==> src/rtl/bin_to_bcd4.sv <==
// Sequential binary-to-BCD converter (double dabble, one bit per clock) feeding
// the 4-digit 7-segment driver; results above 9999 are presented as "EEEE".
module bin_to_bcd4 #(
    parameter int WIDTH = 14
) (
    input  logic             clk,
    input  logic             rst_n,
    input  logic             start,
    input  logic [WIDTH-1:0] value,
    input  logic [3:0]       dp,
    output logic [15:0]      hexx,
    output logic [3:0]       points,
    output logic             busy,
    output logic             done,
    output logic             overflow
);

    typedef enum logic [1:0] {
        IDLE,
        CONVERT,
        DONE
    } state_t;

    localparam logic [4:0] LAST_ITER = 5'(WIDTH - 1);
    localparam bit         CHECK_OVF = (WIDTH >= 14);

    state_t           state;
    state_t           state_next;
    logic [WIDTH-1:0] bin_reg;
    logic [WIDTH-1:0] bin_shift;
    logic [15:0]      bcd_reg;
    logic [15:0]      bcd_adj;
    logic [15:0]      bcd_shift;
    logic [4:0]       iter;
    logic [3:0]       dp_reg;
    logic [31:0]      value_ext;
    logic             too_big;
    logic             last_iter;

    // Narrow widths cannot represent anything above 9999, so the compare folds away.
    assign value_ext = 32'(value);
    assign too_big   = CHECK_OVF && (value_ext > 32'd9999);
    assign last_iter = (iter == LAST_ITER);

    always_comb begin
        bcd_adj = bcd_reg;
        for (int i = 0; i < 4; i++) begin
            if (bcd_reg[4*i +: 4] >= 4'd5) begin
                bcd_adj[4*i +: 4] = bcd_reg[4*i +: 4] + 4'd3;
            end
        end
    end

    // The top BCD bit is dropped; it is always zero for legal (<= 9999) values.
    assign {bcd_shift, bin_shift} = {bcd_adj[14:0], bin_reg, 1'b0};

    always_ff @(posedge clk or negedge rst_n) begin
        if (!rst_n) begin
            state <= IDLE;
        end else begin
            state <= state_next;
        end
    end

    always_comb begin
        state_next = state;
        case (state)
            IDLE: begin
                if (start) begin
                    state_next = too_big ? DONE : CONVERT;
                end
            end
            CONVERT: begin
                if (last_iter) begin
                    state_next = DONE;
                end
            end
            DONE:    state_next = IDLE;
            default: state_next = IDLE;
        endcase
    end

    always_comb begin
        busy = (state == CONVERT);
        done = (state == DONE);
    end

    // Display-facing registers only move on the edge entering DONE.
    always_ff @(posedge clk or negedge rst_n) begin
        if (!rst_n) begin
            bin_reg  <= '0;
            bcd_reg  <= '0;
            iter     <= '0;
            dp_reg   <= '0;
            hexx     <= '0;
            points   <= '0;
            overflow <= 1'b0;
        end else begin
            case (state)
                IDLE: begin
                    if (start) begin
                        if (too_big) begin
                            hexx     <= 16'hEEEE;
                            points   <= 4'b1111;
                            overflow <= 1'b1;
                        end else begin
                            bin_reg <= value;
                            dp_reg  <= dp;
                            bcd_reg <= '0;
                            iter    <= '0;
                        end
                    end
                end
                CONVERT: begin
                    bcd_reg <= bcd_shift;
                    bin_reg <= bin_shift;
                    iter    <= iter + 5'd1;
                    if (last_iter) begin
                        hexx     <= bcd_shift;
                        points   <= dp_reg;
                        overflow <= 1'b0;
                    end
                end
                default: begin
                end
            endcase
        end
    end

endmodule
==> config.mk <==
export PLATFORM = sky130hd
export DESIGN_NAME = bin_to_bcd4
export DESIGN_NICKNAME = d
export VERILOG_FILES = /design/src/rtl/bin_to_bcd4.sv
export SDC_FILE = /design/constraint.sdc
export NUM_CORES = 1
export LEC_CHECK = 0
export ABC_CLOCK_PERIOD_IN_PS = 1500
export CAP_MARGIN = 25
export CORE_MARGIN = 1
export CORE_UTILIZATION = 49
export DETAILED_ROUTE_END_ITERATION = 8
export PLACE_DENSITY_LB_ADDON = 0.12
export REMOVE_ABC_BUFFERS = 1
export SLEW_MARGIN = 20
export SYNTH_ARGS = -nofsm -noshare
export SYNTH_HDL_FRONTEND = slang
export SYNTH_SLANG_ARGS = --single-unit
export TNS_END_PERCENT = 1
==> constraint.sdc <==
create_clock -name clk -period 1.5 [get_ports clk]
set_input_delay 0.3 -clock clk [delete_from_list [all_inputs] [get_ports clk]]
set_output_delay 0.3 -clock clk [all_outputs]
set_load 0.01 [all_outputs]
==> out/qor.json, run 1 <==
{
  "endpoint_kind": {"value": "register"},
  "floorplan.die_area": {"value": 6360, "unit": "um2"},
  "std_cell_rows": {"value": 27},
  "critical_path_required": {"value": 1.73, "unit": "ns"},
  "synth_area": {"value": 2960, "unit": "um2"},
  "detailedRoute.firstPassIterationCount": {"value": 4},
  "share_of_the_cycle_needed_by_the_critical_path_after_routing": {"value": 1.03},
  "clk_root_buffer_cell": {"value": "sky130_fd_sc_hd__clkbuf_8"},
  "sw_frac_of_total": {"value": 0.365},
  "grt_setup_unrepaired": {"value": "yes"},
  "fin_worst_hold_slack": {"value": 0.430, "unit": "ns"},
  "drtAntennaViolNets": {"value": 0},
  "holdCritPathClass": {"value": "in2reg"},
  "placed_cells_incl_taps": {"value": 409},
  "power.leakage": {"value": 1.86, "unit": "nW"},
  "clkLatencyLatePin": {"value": 0.34, "unit": "ns"},
  "post_drt_via_cell_ratio": {"value": 5.31},
  "final_setup_fails": {"value": 5},
  "grt_usage": {"value": 0.229},
  "layout.filler_cells": {"value": 422},
  "worstSetupStartpointType": {"value": "register"},
  "pwr-share-clk": {"value": 0.167},
  "vdd_ir_drop_max": {"value": 1.26, "unit": "mV"},
  "detailroute.via_count": {"value": 2304},
  "num_io_pins": {"value": 44},
  "outcome": {"value": "complete, but fails checks"},
  "net-switching-power": {"value": 0.00313, "unit": "W"},
  "critical_path_class": {"value": "reg2reg"},
  "antenna_violations_before_repair": {"value": 0},
  "timing.final.ws_setup": {"value": -0.0411, "unit": "ns"},
  "postRouteWirelength": {"value": 6740, "unit": "um"},
  "nets": {"value": 388},
  "cpMaxStageDelayCell": {"value": "sky130_fd_sc_hd__dfrtp_1"},
  "floorplan.die.height": {"value": 79.8, "unit": "um"},
  "cp_data_arrival_time": {"value": 1.77, "unit": "ns"},
  "clkSlewWorstSetupHoldPaths": {"value": 0.07, "unit": "ns"},
  "crit_chain": {"value": "inv_2, ha_4, and4b_1, nand2_2, o21ai_4, buf_6, mux2_4"},
  "pwr-share-comb": {"value": 0.495},
  "power.density": {"value": 2090, "unit": "nW/um2"},
  "flop_pwr_share": {"value": 0.338},
  "drtIter0Drc": {"value": 93},
  "diodes": {"value": 0},
  "drt-wirelength-per-cell": {"value": 15.5, "unit": "um"},
  "grt_start_max_net_pins": {"value": 63},
  "area_delta_synth_final": {"value": 38.3, "unit": "%"},
  "worst_pin_slew": {"value": 0.337, "unit": "ns"},
  "hpwl": {"value": 4290, "unit": "um"},
  "grt_pass1_wl": {"value": 10800, "unit": "um"},
  "core-area": {"value": 5680, "unit": "um2"},
  "cpPeakStageDelay": {"value": 0.39, "unit": "ns"},
  "footprint_of_the_multi_input_gates": {"value": 1430, "unit": "um2"},
  "synthesis.area_per_instance": {"value": 11.1, "unit": "um2"},
  "intPower": {"value": 0.00545, "unit": "W"},
  "postSynthCellCount": {"value": 266},
  "finalWorstPathRequiredPeriod": {"value": 1.54, "unit": "ns"},
  "slew_headroom": {"value": 0.773},
  "synth-seq-area-share": {"value": 0.523},
  "cts-root-to-sink-buffers": {"value": 2},
  "cts_tree": {"value": "built"},
  "timing.clock.skew": {"value": 0.00676, "unit": "ns"},
  "maxClockFrequency": {"value": 0.649, "unit": "GHz"},
  "synth.lib_cells_used.distinct": {"value": 36},
  "cap_violations": {"value": 0},
  "timing.final.max_slew_violations": {"value": 0},
  "initial_core_util": {"value": 0.522},
  "post-route-drc-count": {"value": 0},
  "crit_path_max_fanout": {"value": 4},
  "grt_pass1_vias": {"value": 2245},
  "gp_routability_congestion": {"value": 0.799},
  "placement.setup.worst_slack": {"value": -0.541, "unit": "ns"},
  "numClockSinks": {"value": 62},
  "hold_viol_final": {"value": 0},
  "buffer_ports.inserted": {"value": 43},
  "cts.htree.levels": {"value": 3},
  "fin_total_pwr": {"value": 0.00858, "unit": "W"},
  "grt-ovfl-total": {"value": 0},
  "fp.dieW": {"value": 79.8, "unit": "um"},
  "synth-warning-count": {"value": 0},
  "final_util": {"value": 0.722},
  "layout_cells_sized_above_1": {"value": 0.315},
  "post_layout_nonfiller_instances": {"value": 434},
  "cts_made_buffers": {"value": 9},
  "seqCellArea": {"value": 1550, "unit": "um2"},
  "ys_ff_latch": {"value": 62},
  "violations": {"value": "negative setup slack"}
}
[layout make-up]
| type | count | share of cell area |
|---|---|---|
| Clock buffer | 9 | 0.0302 |
| Tap cell | 72 | 0.0220 |
| Clock inverter | 7 | 0.0159 |
| Inverter | 13 | 0.0119 |
| Multi-Input combinational cell | 180 | 0.350 |
| Timing Repair Buffer | 91 | 0.192 |
| Sequential cell | 62 | 0.378 |
[power by group through the flow]
stage	clock network [W]	logic (W)	registers [W]
5_1_grt	0.00152	0.00463	0.00298
3_3_place_gp	0	0.00376	0.00286
4_1_cts	0.00145	0.00390	0.00285
2_1_floorplan	0	0.00212	0.00292
6_report	0.00143	0.00425	0.00290
3_5_place_dp	0	0.00386	0.00287
[critical path: cells and delay by family (launching register included)]
family	cells	cell delay, ns
muxes	1	0.30
and+or+nand+nor	2	0.33
adders and majority gates	1	0.12
DFF	1	0.39
AOI/OAI and AO/OA	1	0.07
buffers and inverters	2	0.22
[path summary, 6_finish.rpt]
kind / start / end / slack, ns / depth (start not counted)
worst max register to register: iter[1] / hexx[4] / -0.04 / 7
worst min-delay path: value[8] / bin_reg[8] / 0.43 / 4
min in group asynchronous: rst_n / points[1] / 0.50 / 3
worst min register to register: hexx[9] / hexx[9] / 0.48 / 1
max in group asynchronous: rst_n / bin_reg[2] / 0.73 / 3
worst max-delay path: iter[1] / hexx[4] / -0.04 / 7
[metal layers]
| metal | global-route usage | part of all wire |
|---|---|---|
| met1 | 0.305 | 0.45 |
| met2 | 0.364 | 0.50 |
| met3 | 0.0411 | 0.028 |
| met4 | 0.102 | 0.018 |
| met5 | 0 | 0 |
[through the flow]
| stage | TNS (ns) | instance area [um2] |
|---|---|---|
| after CTS | -0.207 | 3960 |
| after global routing | -0.934 | 4100 |
| after floorplan | -38.73 | 2890 |
| after global placement | -26.26 | 3710 |
| final | -0.105 | 4100 |
| after detailed placement | -26.98 | 3710 |
[cells in the mapped netlist, drive strengths merged]
master | instances | area, um2
xnor2 | 6 | 52.6
or2 | 1 | 6.26
o21a | 4 | 30.0
nor4 | 1 | 21.3
a21oi | 9 | 45.0
o22ai | 6 | 37.5
mux2i | 6 | 60.1
nor2 | 6 | 25.0
mux2 | 19 | 229
o21ai | 18 | 109
ha | 10 | 125
a21o | 2 | 15.0
nor2b | 1 | 6.26
and2 | 1 | 6.26
inv | 13 | 48.8
a2bb2oi | 2 | 17.5
o22a | 14 | 123
buf | 10 | 66.3
nor3b | 3 | 22.5
a22o | 10 | 87.6
nand2b | 8 | 50.1
dfrtp | 62 | 1550
nand3 | 4 | 20.0
nor3 | 2 | 10.0
and4b | 1 | 10.0
xor2 | 2 | 17.5
nand2 | 43 | 161
nand4 | 1 | 6.26
clkbuf | 1 | 3.75
[cells in the final DEF (no fill, tap or decap), types with 3 or more instances in the layout]
master | synthesis | routed
sky130_fd_sc_hd__dfrtp_1 | 62 | 62
sky130_fd_sc_hd__nand2_1 | 43 | 42
sky130_fd_sc_hd__buf_4 | 1 | 36
sky130_fd_sc_hd__dlygate4sd2_1 | 0 | 29
sky130_fd_sc_hd__o21ai_0 | 15 | 14
sky130_fd_sc_hd__o22a_1 | 14 | 14
sky130_fd_sc_hd__a22o_1 | 10 | 10
sky130_fd_sc_hd__mux2_2 | 15 | 10
sky130_fd_sc_hd__buf_6 | 0 | 10
sky130_fd_sc_hd__mux2_4 | 4 | 9
sky130_fd_sc_hd__clkbuf_8 | 0 | 9
sky130_fd_sc_hd__clkdlybuf4s50_1 | 0 | 9
sky130_fd_sc_hd__inv_1 | 13 | 8
sky130_fd_sc_hd__ha_1 | 10 | 8
sky130_fd_sc_hd__xnor2_1 | 6 | 6
sky130_fd_sc_hd__o22ai_1 | 6 | 6
sky130_fd_sc_hd__inv_2 | 0 | 5
sky130_fd_sc_hd__nand2b_1 | 8 | 5
sky130_fd_sc_hd__a21oi_1 | 9 | 5
sky130_fd_sc_hd__nor2_1 | 5 | 5
sky130_fd_sc_hd__nand3_1 | 4 | 4
sky130_fd_sc_hd__clkinv_2 | 0 | 4
sky130_fd_sc_hd__nand2b_4 | 0 | 3
sky130_fd_sc_hd__a21oi_2 | 0 | 3
sky130_fd_sc_hd__o21ai_4 | 1 | 3
sky130_fd_sc_hd__mux2i_1 | 6 | 3
sky130_fd_sc_hd__o21a_1 | 4 | 3
sky130_fd_sc_hd__nor3b_1 | 3 | 3
sky130_fd_sc_hd__buf_2 | 7 | 3
[kinds of logic (layout without fill, tap and decap cells)]
kind of cell | Yosys count | after routing | share of synthesized area
simple gates | 72 | 72 | 0.117
compound gates | 65 | 65 | 0.157
flops | 62 | 62 | 0.523
mux | 25 | 25 | 0.0975
buf+inv | 24 | 120 | 0.0401
fa+ha+maj | 10 | 10 | 0.0422
xor+xnor | 8 | 8 | 0.0236
[repair_timing]
item | CTS | global route
gates resized for setup | 57 | 31
endpoints found under the hold margin | 62 | 0
gates cloned | 1 | 0
setup endpoints to repair | 73 | 45
setup buffers | 5 | 2
hold buffers | 1 | 0
pin swaps | 9 | 15
(Power assumes the default switching activity.)
==> run 2: changes to the inputs <==
--- a/config.mk
+++ b/config.mk
@@ -12,7 +12,6 @@
 export DETAILED_ROUTE_END_ITERATION = 8
 export PLACE_DENSITY_LB_ADDON = 0.12
 export REMOVE_ABC_BUFFERS = 1
-export SLEW_MARGIN = 20
 export SYNTH_ARGS = -nofsm -noshare
 export SYNTH_HDL_FRONTEND = slang
 export SYNTH_SLANG_ARGS = --single-unit
==> results of run 2 <==
No change in the layout: final DEF, timing and power equal those of run 1.
